==> src/rtl/bk_adder_pkg.sv <==
// Shared definitions for controllers that drive the mapped 12-bit Brent-Kung adder.
// The adder netlist takes its operands bit-interleaved: bus[2k]=a[k], bus[2k+1]=b[k].
package bk_adder_pkg;

  localparam int ADD_W = 12;

  typedef logic [ADD_W:0] add_res_t;

  function automatic logic [2*ADD_W-1:0] pack_add_in(input logic [ADD_W-1:0] a,
                                                     input logic [ADD_W-1:0] b);
    logic [2*ADD_W-1:0] v;
    v = '0;
    for (int k = 0; k < ADD_W; k++) begin
      v[2*k]   = a[k];
      v[2*k+1] = b[k];
    end
    return v;
  endfunction

  function automatic logic [ADD_W-1:0] unpack_add_a(input logic [2*ADD_W-1:0] v);
    logic [ADD_W-1:0] a;
    a = '0;
    for (int k = 0; k < ADD_W; k++) a[k] = v[2*k];
    return a;
  endfunction

  function automatic logic [ADD_W-1:0] unpack_add_b(input logic [2*ADD_W-1:0] v);
    logic [ADD_W-1:0] b;
    b = '0;
    for (int k = 0; k < ADD_W; k++) b[k] = v[2*k+1];
    return b;
  endfunction

endpackage

==> src/rtl/rr_arbiter.sv <==
// NREQ-wide round-robin arbiter: first asserted request at or above ptr_i, wrapping.
// Purely combinational; the caller owns the pointer register.
module rr_arbiter #(
  parameter int NREQ = 4,
  parameter int IDW  = 2
) (
  input  logic [NREQ-1:0] req_i,
  input  logic [IDW-1:0]  ptr_i,
  output logic [NREQ-1:0] gnt_o,
  output logic [IDW-1:0]  gnt_idx_o
);

  logic found;
  int   cand;

  always_comb begin
    found     = 1'b0;
    cand      = 0;
    gnt_idx_o = '0;
    for (int k = 0; k < NREQ; k++) begin
      cand = int'(ptr_i) + k;
      if (cand >= NREQ) cand = cand - NREQ;
      if (!found && req_i[cand[IDW-1:0]]) begin
        found     = 1'b1;
        gnt_idx_o = cand[IDW-1:0];
      end
    end
  end

  for (genvar gi = 0; gi < NREQ; gi++) begin : g_gnt
    assign gnt_o[gi] = found & (gnt_idx_o == IDW'(gi));
  end

endmodule

==> src/rtl/bk_adder_arbiter.sv <==
// Round-robin front end sharing one external Brent-Kung adder among NREQ clients.
// Define BK_ADDER_ARB_RETIME_EN to add a MID register after the adder (3-cycle latency).
module bk_adder_arbiter
  import bk_adder_pkg::*;
#(
  parameter int NREQ = 4,
  parameter int W    = ADD_W,
  parameter int IDW  = 2
) (
  input  logic              clk,
  input  logic              rst,
  input  logic [NREQ-1:0]   req_valid,
  input  logic [NREQ*W-1:0] req_a,
  input  logic [NREQ*W-1:0] req_b,
  output logic [NREQ-1:0]   req_ready,
  output logic [2*W-1:0]    add_in,
  input  logic [W:0]        add_out,
  output logic              res_valid,
  input  logic              res_ready,
  output logic [W:0]        res_sum,
  output logic [IDW-1:0]    res_id
);

  logic            adv_res, adv_op, grant;
  logic [NREQ-1:0] gnt;
  logic [IDW-1:0]  gnt_idx;
  logic [W-1:0]    a_arr [NREQ];
  logic [W-1:0]    b_arr [NREQ];

  logic [IDW-1:0]  rr_ptr_q, rr_ptr_d;
  logic            op_valid_q, op_valid_d;
  logic [W-1:0]    op_a_q, op_a_d, op_b_q, op_b_d;
  logic [IDW-1:0]  op_id_q, op_id_d;
  logic            res_valid_q, res_valid_d;
  add_res_t        res_sum_q, res_sum_d;
  logic [IDW-1:0]  res_id_q, res_id_d;

  // What the RES stage loads from: OP directly, or the MID register when retimed.
  logic            feed_valid;
  add_res_t        feed_sum;
  logic [IDW-1:0]  feed_id;

  for (genvar gi = 0; gi < NREQ; gi++) begin : g_unpack
    assign a_arr[gi] = req_a[gi*W +: W];
    assign b_arr[gi] = req_b[gi*W +: W];
  end

  rr_arbiter #(.NREQ(NREQ), .IDW(IDW)) u_arb (
    .req_i     (req_valid),
    .ptr_i     (rr_ptr_q),
    .gnt_o     (gnt),
    .gnt_idx_o (gnt_idx)
  );

  assign adv_res = ~res_valid_q | res_ready;

`ifdef BK_ADDER_ARB_RETIME_EN
  logic            adv_mid;
  logic            mid_valid_q, mid_valid_d;
  add_res_t        mid_sum_q, mid_sum_d;
  logic [IDW-1:0]  mid_id_q, mid_id_d;

  assign adv_mid = ~mid_valid_q | adv_res;
  assign adv_op  = ~op_valid_q | adv_mid;

  always_comb begin
    mid_valid_d = mid_valid_q;
    mid_sum_d   = mid_sum_q;
    mid_id_d    = mid_id_q;
    if (adv_mid) begin
      mid_valid_d = op_valid_q;
      if (op_valid_q) begin
        mid_sum_d = add_out;
        mid_id_d  = op_id_q;
      end
    end
  end

  always_ff @(posedge clk) begin
    if (rst) begin
      mid_valid_q <= 1'b0;
      mid_sum_q   <= '0;
      mid_id_q    <= '0;
    end else begin
      mid_valid_q <= mid_valid_d;
      mid_sum_q   <= mid_sum_d;
      mid_id_q    <= mid_id_d;
    end
  end

  assign feed_valid = mid_valid_q;
  assign feed_sum   = mid_sum_q;
  assign feed_id    = mid_id_q;
`else
  assign adv_op     = ~op_valid_q | adv_res;
  assign feed_valid = op_valid_q;
  assign feed_sum   = add_out;
  assign feed_id    = op_id_q;
`endif

  // Ready is masked during reset so nothing appears accepted on a cycle that is discarded.
  assign grant     = adv_op & ~rst & (|req_valid);
  assign req_ready = grant ? gnt : '0;

  always_comb begin
    rr_ptr_d   = rr_ptr_q;
    op_valid_d = op_valid_q;
    op_a_d     = op_a_q;
    op_b_d     = op_b_q;
    op_id_d    = op_id_q;
    if (adv_op) begin
      op_valid_d = grant;
      if (grant) begin
        op_a_d   = a_arr[gnt_idx];
        op_b_d   = b_arr[gnt_idx];
        op_id_d  = gnt_idx;
        rr_ptr_d = (gnt_idx == IDW'(NREQ - 1)) ? '0 : gnt_idx + IDW'(1);
      end
    end
  end

  always_comb begin
    res_valid_d = res_valid_q;
    res_sum_d   = res_sum_q;
    res_id_d    = res_id_q;
    if (adv_res) begin
      res_valid_d = feed_valid;
      if (feed_valid) begin
        res_sum_d = feed_sum;
        res_id_d  = feed_id;
      end
    end
  end

  always_ff @(posedge clk) begin
    if (rst) begin
      rr_ptr_q    <= '0;
      op_valid_q  <= 1'b0;
      op_a_q      <= '0;
      op_b_q      <= '0;
      op_id_q     <= '0;
      res_valid_q <= 1'b0;
      res_sum_q   <= '0;
      res_id_q    <= '0;
    end else begin
      rr_ptr_q    <= rr_ptr_d;
      op_valid_q  <= op_valid_d;
      op_a_q      <= op_a_d;
      op_b_q      <= op_b_d;
      op_id_q     <= op_id_d;
      res_valid_q <= res_valid_d;
      res_sum_q   <= res_sum_d;
      res_id_q    <= res_id_d;
    end
  end

  assign add_in    = pack_add_in(op_a_q, op_b_q);
  assign res_valid = res_valid_q;
  assign res_sum   = res_sum_q;
  assign res_id    = res_id_q;

endmodule

==> config.mk <==
export PLATFORM = sky130hd
export DESIGN_NAME = bk_adder_arbiter
export DESIGN_NICKNAME = d
export VERILOG_FILES = /design/src/rtl/bk_adder_pkg.sv /design/src/rtl/rr_arbiter.sv /design/src/rtl/bk_adder_arbiter.sv
export SDC_FILE = /design/constraint.sdc
export NUM_CORES = 1
export LEC_CHECK = 0
export ABC_AREA = 1
export CORE_MARGIN = 2
export CORE_UTILIZATION = 40
export CTS_CLUSTER_SIZE = 25
export DETAILED_ROUTE_END_ITERATION = 10
export PLACE_DENSITY = 0.92
export SETUP_SLACK_MARGIN = 0.4
export SLEW_MARGIN = 30
export SYNTH_ARGS = -nofsm -noshare
export SYNTH_HDL_FRONTEND = slang
export SYNTH_SLANG_ARGS = --single-unit
==> constraint.sdc <==
create_clock -name clk -period 2.5 [get_ports clk]
set_clock_uncertainty 0.05 [all_clocks]
set_input_delay 0.25 -clock clk [delete_from_list [all_inputs] [get_ports clk]]
set_output_delay 0.25 -clock clk [all_outputs]
set_load 0.005 [all_outputs]
==> reports/metrics.yaml <==
global_route:
  grt_pass1_wl_um: 17100
  grt_usage: 0.249
  grt.overflow.total: 0
  first_global_vias: 3707
  grt_antenna_before_repair: 0
  grt_start_max_net_pins: 49
placement:
  gp_congestion: 0.883
  port_buffers: 159
  pre_cts_slack_ns: -0.214
  placed_cells: 774
  dpl.hpwl_um: 7490
sta:
  worstMarginPinSlew_ns: 0.500
  slew_viol_final: 0
  period_minus_slack_ns: 2.35
  finalSetupTns_ns: 0
  fmax_mhz: 426
  final_hold_viol_count: 0
  finalWorstSetupSlack_ns: 0.150
  rsz0062_at_grt: "true"
  final-setup-viol-count: 0
  slew_headroom: 0.667
  post-route-period-util: 0.940
floorplan:
  dieArea_mm2: 0.00835
  io_pins: 160
  initial_core_util: 0.416
  num_rows: 31
  fp.dieW_um: 91.4
  design.core.area_mm2: 0.00733
  die_h_um: 91.4
layout:
  layout_common_cells: "nand2_1, clkdlybuf4s50_1, nor2_1"
  fillers: 565
  drive_gt1_frac: 0.141
  nets: 811
  layout_commonest_cell: "nand2_1"
  n_antenna_cell: 0
  fin_cells: 794
  synthToLayoutAreaGrowth_pct: 70.1
clock_network:
  clock_path_buffers: 2
  clk_pin_slew_ns: 0.09
  htreeDepth: 2
  cts_inserted_buffers: 5
  cts.sinks: 45
  cts-root-buf: "clkbuf_8"
  cts_tree: "built"
  clock_latency_ns: 0.30
  hold_buffers: 0
power_and_ir_drop:
  power_leakage_nw: 2.47
  totalPowerFinal_mw: 5.97
  ir_worst_vdd_v: 0.000806
  cellPowerDensity_mw_per_mm2: 1150
worst_setup_path:
  crit_arrival_ns: 2.05
  worst_ep_required_time_ns: 2.20
  cp-start-kind: "flop"
  critPathMaxFanout: 9
  worst_setup_path_end_kind: "primary output"
  criticalPathCategory: "reg -> out"
routing:
  num_vias: 3981
  dr.pass1.iters: 4
  wl_per_cell_um: 14.4
  drt-initial-drc-count: 261
  routed_wl_um: 11400
  drc: 0
  antenna_left: 0
  via_per_inst: 5.01
min_path:
  hold_path_class: "reg -> reg"
synth:
  synth_nets: 647
  syn_area_mm2: 0.00305
  ys_ff_latch: 45
  synthDistinctLibCells: 26
  syn_inst: 530
  seq_area_frac_synth: 0.295
  syn_avg_cell_area_um2: 5.76
  ys_warn_count: 0
outcome:
  status: "complete, no violations"
job:
  cap_violations: 0
==> sequential cells by signal, summed over array words and instances (netlist names) <==
name,cells
op_b_q,12
res_id,2
res_sum,13
rr_ptr_q,2
feed_id,2
res_valid,1
op_a_q,12
feed_valid,1
==> where the power goes <==
group / leakage, nW / total [mW] / internal (mW) / switching, mW
sequential: 0.372 / 1.10 / 0.950 / 0.147
combinational: 2.04 / 4.31 / 1.89 / 2.42
clock: 0.0554 / 0.560 / 0.300 / 0.259
==> metal layers <==
metal  vias to the layer above  part of all wire  global-route usage
li1                       1959                 -                   -
met1                      1828              0.39               0.292
met2                       174              0.52               0.460
met3                        20             0.068              0.0473
met4                         0             0.020              0.0669
met5                         -                 0                   0
==> cells by family after synthesis <==
family | Yosys count | synth area share
AOI/OAI and AO/OA | 22 | 0.0389
adders and majority gates | 1 | 0.00410
buffers and inverters | 74 | 0.115
DFF | 45 | 0.295
and+or+nand+nor | 388 | 0.547
==> critical path: stages, from the launching register on <==
cell and delay (ns):
dfxtp_4 0.40, inv_6 0.11, nand2_1 0.12, nand3_4 0.14, nand2_4 0.07, buf_4 0.13
a21oi_2 0.11, nand2_2 0.10, nand2_4 0.12, inv_6 0.05, ha_4 0.15, inv_2 0.06
nor2_2 0.04, buf_2 0.13
==> stage by stage <==
step	util	hold WS, ns	area (um2)
floorplan	-	0.345	3050
global placement	0.644	0.391	4720
detailed placement	0.644	0.407	4720
CTS	0.673	0.378	4940
global route	0.708	0.434	5190
finish	0.708	0.421	5190
==> synth_stat cells <==
cell type  count  share of area
nand2_1      216           0.27
nor2_1        81           0.10
nand3_1       51          0.084
dfxtp_1       45           0.30
inv_1         38          0.047
nand3b_1      24          0.059
a21oi_1       18          0.030
clkbuf_1      10          0.012
buf_2          8          0.013
buf_4          7          0.017
buf_6          5          0.018
nand2_2        5          0.010
buf_1          3         0.0037
inv_2          3         0.0037
nor3_1         3         0.0049
nand4_1        2         0.0041
nor2_2         2         0.0041
a211oi_1       1         0.0025
a21oi_2        1         0.0029
ha_1           1         0.0041
nand3_2        1         0.0033
nor2_4         1         0.0037
nor2_8         1         0.0066
o21ai_0        1         0.0016
o31ai_1        1         0.0025
or2_2          1         0.0021
==> what timing repair did <==
item | 4_1_cts | 5_1_grt
setup endpoints to repair | 28 | 28
pin swaps | 16 | 23
buffers inserted | 3 | 6
gates resized for setup | 52 | 42
gates cloned | 0 | 3
==> final cells by class <==
type,count,area (um2),area share
clock inverters,2,38.8,0.00747
flip-flops and latches,45,908,0.175
well taps,99,124,0.0238
inverters,41,166,0.0320
clock buffers,6,72.6,0.0140
multi-input cells,411,1980,0.381
repair buffers,190,1900,0.366
==> final timing paths <==
kind,start,end,slack (ns),cells after the start
hold reg to reg,feed_id[1],res_id[1],0.42,2
setup reg to reg,rr_ptr_q[0],op_a_q[11],0.25,14
hold / removal,feed_id[1],res_id[1],0.42,2
setup / recovery,rr_ptr_q[0],req_ready[3],0.15,13
Power figures use the tool's default switching activity.
==> patch 1 (same settings) <==
Build with the macro `BK_ADDER_ARB_RETIME_EN` defined.
--- a/src/rtl/bk_adder_arbiter.sv
+++ b/src/rtl/bk_adder_arbiter.sv
@@ -1,5 +1,7 @@
 // Round-robin front end sharing one external Brent-Kung adder among NREQ clients.
 // Define BK_ADDER_ARB_RETIME_EN to add a MID register after the adder (3-cycle latency).
+`define BK_ADDER_ARB_RETIME_EN
+
 module bk_adder_arbiter
   import bk_adder_pkg::*;
 #(
Formal check against the unedited RTL: not equivalent (Yosys sat finds a counterexample within 4 cycles, from zero or initial values and one cycle with rst high).
==> patch 1 against the unedited design <==
Routed wire length up 17%; design area increased by 14%; sequential cell count increased by 16; highest routed layer unchanged; worst setup slack got worse by 0.016 ns; global-route usage down 1.9 points; largest cell class unchanged; critical endpoint is now req_ready[1]; combinational power increased by 16%; fmax decreased by 0.69%; synthesized area up 17%; total power rose by 20%; critical path type is now input pin to output pin; non-clock buffer count is the same.
==> patch 1: results <==
min_path:
  hold_start: "feed_sum[8]"
  hold_end: "res_sum[8]"
timing:
  fin_crit_ns: 2.37
  tightest_slew_ns: 0.514
place:
  pre_cts_ws_ns: -0.139
  dp_cells: 846
  hpwl_um: 8050
  gp_congestion: 0.994
  dpl_cell_area_um2: 5230
global_route:
  gr-usage-met1_pct: 26.8
  grt_pass1_wl_um: 18500
  grt_max_degree: 49
  grt_use_total_pct: 22.9
  grtUsageMet3_pct: 5.96
  first_global_vias: 4120
  gr-usage-met2_pct: 41.3
setup_path:
  reg2reg_slack_ns: 0.34
  critPathMaxStageDelay_ns: 0.48
  critPathMaxFanout: 5
  cp.arrival_ns: 2.07
  setup.worst_path.start: "req_valid[2]"
  cp-endpoint: "req_ready[1]"
  reg2reg_depth: 16
  rr_endpoint: "op_a_q[3]"
clock_network:
  htreeDepth: 3
  cts_made_buffers: 9
  clk_pin_slew_ns: 0.06
  clock_sinks: 61
layout:
  multi_input_area_um2: 2190
  final-seq-area_um2: 1230
  final-clk-cell-share_pct: 3.27
  final_nets: 881
  nonClkBufAreaFrac_pct: 33.4
drt:
  dr.pass1.iters: 7
  route.met2.wl_um: 6640
  dr_wl_met3_um: 1050
  wl_um: 13300
  drt-initial-drc-count: 244
  wirelength_met1_um: 5300
  post_drt_wl_per_cell_um: 15.2
  vias_per_cell: 5.16
yosys:
  syn-cell-area_um2: 3570
  avgSynthCellArea_um2: 5.97
  synth.area.top_cells: "dfxtp_1 (34%), nand2_1 (20%), nor2_1 (15%)"
  yosys-top-cells-count: "nand2_1 (186), nor2_1 (141), dfxtp_1 (61), nand3_1 (53), inv_1 (40)"
  syn_nets: 715
  ys_seq_area_share_pct: 34.2
pwr:
  p_leak_nw: 2.77
  ir_drop_mv: 0.689
  internal_power_mw: 3.77
  pg_comb_mw: 5.00
outcome:
  outcome: "finished clean"
==> patch 1: changes by cell type after synthesis, moves of 6 or more <==
cell / change
a21oi_1: -10
clkbuf_1: +6
dfxtp_1: +16
nand2_1: -30
nor2_1: +60
o21ai_0: +31
==> patch 1: stage by stage <==
step           hold slack [ns]  util, %  power [mW]
3_3_place_gp             0.411     60.3        4.74
2_1_floorplan            0.366        -        3.86
3_5_place_dp             0.422     60.3        4.85
4_1_cts                  0.434     63.6        5.91
6_report                 0.435     67.9        7.15
5_1_grt                  0.454     67.9        7.69
==> patch 1: what timing repair did <==
item,in CTS,in global routing
resized for setup,44,64
pin swaps,20,18
gates cloned,0,6
buffers inserted,5,4
setup endpoints to repair,30,40
==> patch 1: cells by family after synthesis <==
kind of cell / share of synthesized area [%]
simple gates: 49.6
buf+inv: 9.92
flops: 34.2
compound gates: 5.86
fa+ha+maj: 0.351
==> patch 2 (same flow settings) <==
Without the edit above. `op_a_q` and `op_b_q` no longer have a reset.
--- a/src/rtl/bk_adder_arbiter.sv
+++ b/src/rtl/bk_adder_arbiter.sv
@@ -136,8 +136,6 @@
     if (rst) begin
       rr_ptr_q    <= '0;
       op_valid_q  <= 1'b0;
-      op_a_q      <= '0;
-      op_b_q      <= '0;
       op_id_q     <= '0;
       res_valid_q <= 1'b0;
       res_sum_q   <= '0;
@@ -145,13 +143,16 @@
     end else begin
       rr_ptr_q    <= rr_ptr_d;
       op_valid_q  <= op_valid_d;
-      op_a_q      <= op_a_d;
-      op_b_q      <= op_b_d;
       op_id_q     <= op_id_d;
       res_valid_q <= res_valid_d;
       res_sum_q   <= res_sum_d;
       res_id_q    <= res_id_d;
     end
+  end
+
+  always_ff @(posedge clk) begin
+    op_a_q <= op_a_d;
+    op_b_q <= op_b_d;
   end
 
   assign add_in    = pack_add_in(op_a_q, op_b_q);
Check against the original RTL: differs if rst is asserted again (counterexample within 4 cycles, from zero or initial values and one cycle with rst high); with rst held inactive, the same outputs for 10 cycles.
==> patch 2 against the unedited design <==
Routed wire length down 6.1%; sequential cell count unchanged; total power down 27%; synthesized area down 3.5%; clock power down 19%; synthesized cell count down 18%; worst setup slack better by 0.15 ns; non-clock buffer count down 4; first-iteration DRC count down 31%; design area down 2.8%; count of clock-buffer cells in the layout down 1; critical endpoint unchanged.
==> patch 2: results <==
yosys:
  synth_compound_area_share_pct: 4.33
  synthAdderAreaFrac_pct: 0.425
  syn_nets: 554
  yosysUniqueCellTypes: 23
  ys.flop_type: "edfxtp_1"
  ys_seq_area_share_pct: 38.7
  synth_edf_count: 24
  synth.area.top_cells: "edfxtp_1 (24%), nand2_1 (19%), dfxtp_1 (14%)"
setup_path:
  reg2reg_slack_ns: 0.45
  reg2reg_depth: 11
  cp.arrival_ns: 1.90
  rr_endpoint: "op_b_q[5]"
timing:
  relSlewSlack_pct: 69.6
  period_share_pct: 88.2
  hold_ws_ns: 0.443
layout:
  final_nets: 718
  stdcell_count: 701
  fin_area_um2: 5050
  fillers: 552
place:
  dp_cells: 682
  hpwl_um: 7180
  gp_congestion: 0.951
drt:
  post_drt_wl_per_cell_um: 15.3
  drt-initial-drc-count: 181
global_route:
  grt_use_total_pct: 24.9
  first_global_vias: 3472
pwr:
  p_leak_nw: 2.36
outcome:
  outcome: "finished clean"
min_path:
  hold_end: "res_sum[10]"
## patch 2: kinds of logic after synthesis
group | Yosys count
AO/OA/AOI/OAI | 24
adder cells (fa/ha/maj) | 1
buffers and inverters | 95
flip-flops | 45
AND/OR/NAND/NOR | 272
## patch 2: where the power goes
| part | leakage, nW | internal, mW | total [mW] | switching [mW] |
|---|---|---|---|---|
| Combinational | 1.91 | 1.22 | 2.70 | 1.48 |
| Sequential | 0.412 | 1.10 | 1.18 | 0.0810 |
| Clock | 0.0481 | 0.199 | 0.451 | 0.253 |
| Total | 2.36 | 2.52 | 4.33 | 1.81 |
## patch 2: how the worst max path moves through the flow
| stage | startpoint | to |
|---|---|---|
| 3_5_place_dp | req_valid[2] | req_ready[1] |
| 5_1_grt | rr_ptr_q[0] | req_ready[3] |
| 3_3_place_gp | req_valid[2] | req_ready[3] |
| 4_1_cts | rr_ptr_q[0] | req_ready[3] |
| 6_report | rr_ptr_q[0] | req_ready[3] |
| 2_1_floorplan | rr_ptr_q[0] | req_ready[3] |
## patch 2: what timing repair did
action / in CTS / in global routing
hold buffers: 0 / 0
endpoints found under the setup margin: 28 / 28
resized for setup: 55 / 43
pin swaps: 19 / 22
endpoints found under the hold margin: 0 / 0
setup buffers: 8 / 3
## patch 2: layer usage
metal | GRT usage (%) | vias to the layer above | share of wire (%)
li1 | - | 1732 | -
met1 | 29.0 | 1713 | 37
met2 | 45.4 | 154 | 54
met3 | 4.11 | 36 | 5.4
met4 | 10.1 | 0 | 3.8
met5 | 0 | - | 0
## patch 2: cell type report
type / instances / area share, %
flip-flops and latches: 45 / 22.8
multi-input cells: 297 / 31.7
well taps: 99 / 2.45
repair buffers: 186 / 36.1
inverters: 66 / 5.16
clock buffers: 5 / 1.36
clock inverters: 3 / 0.446
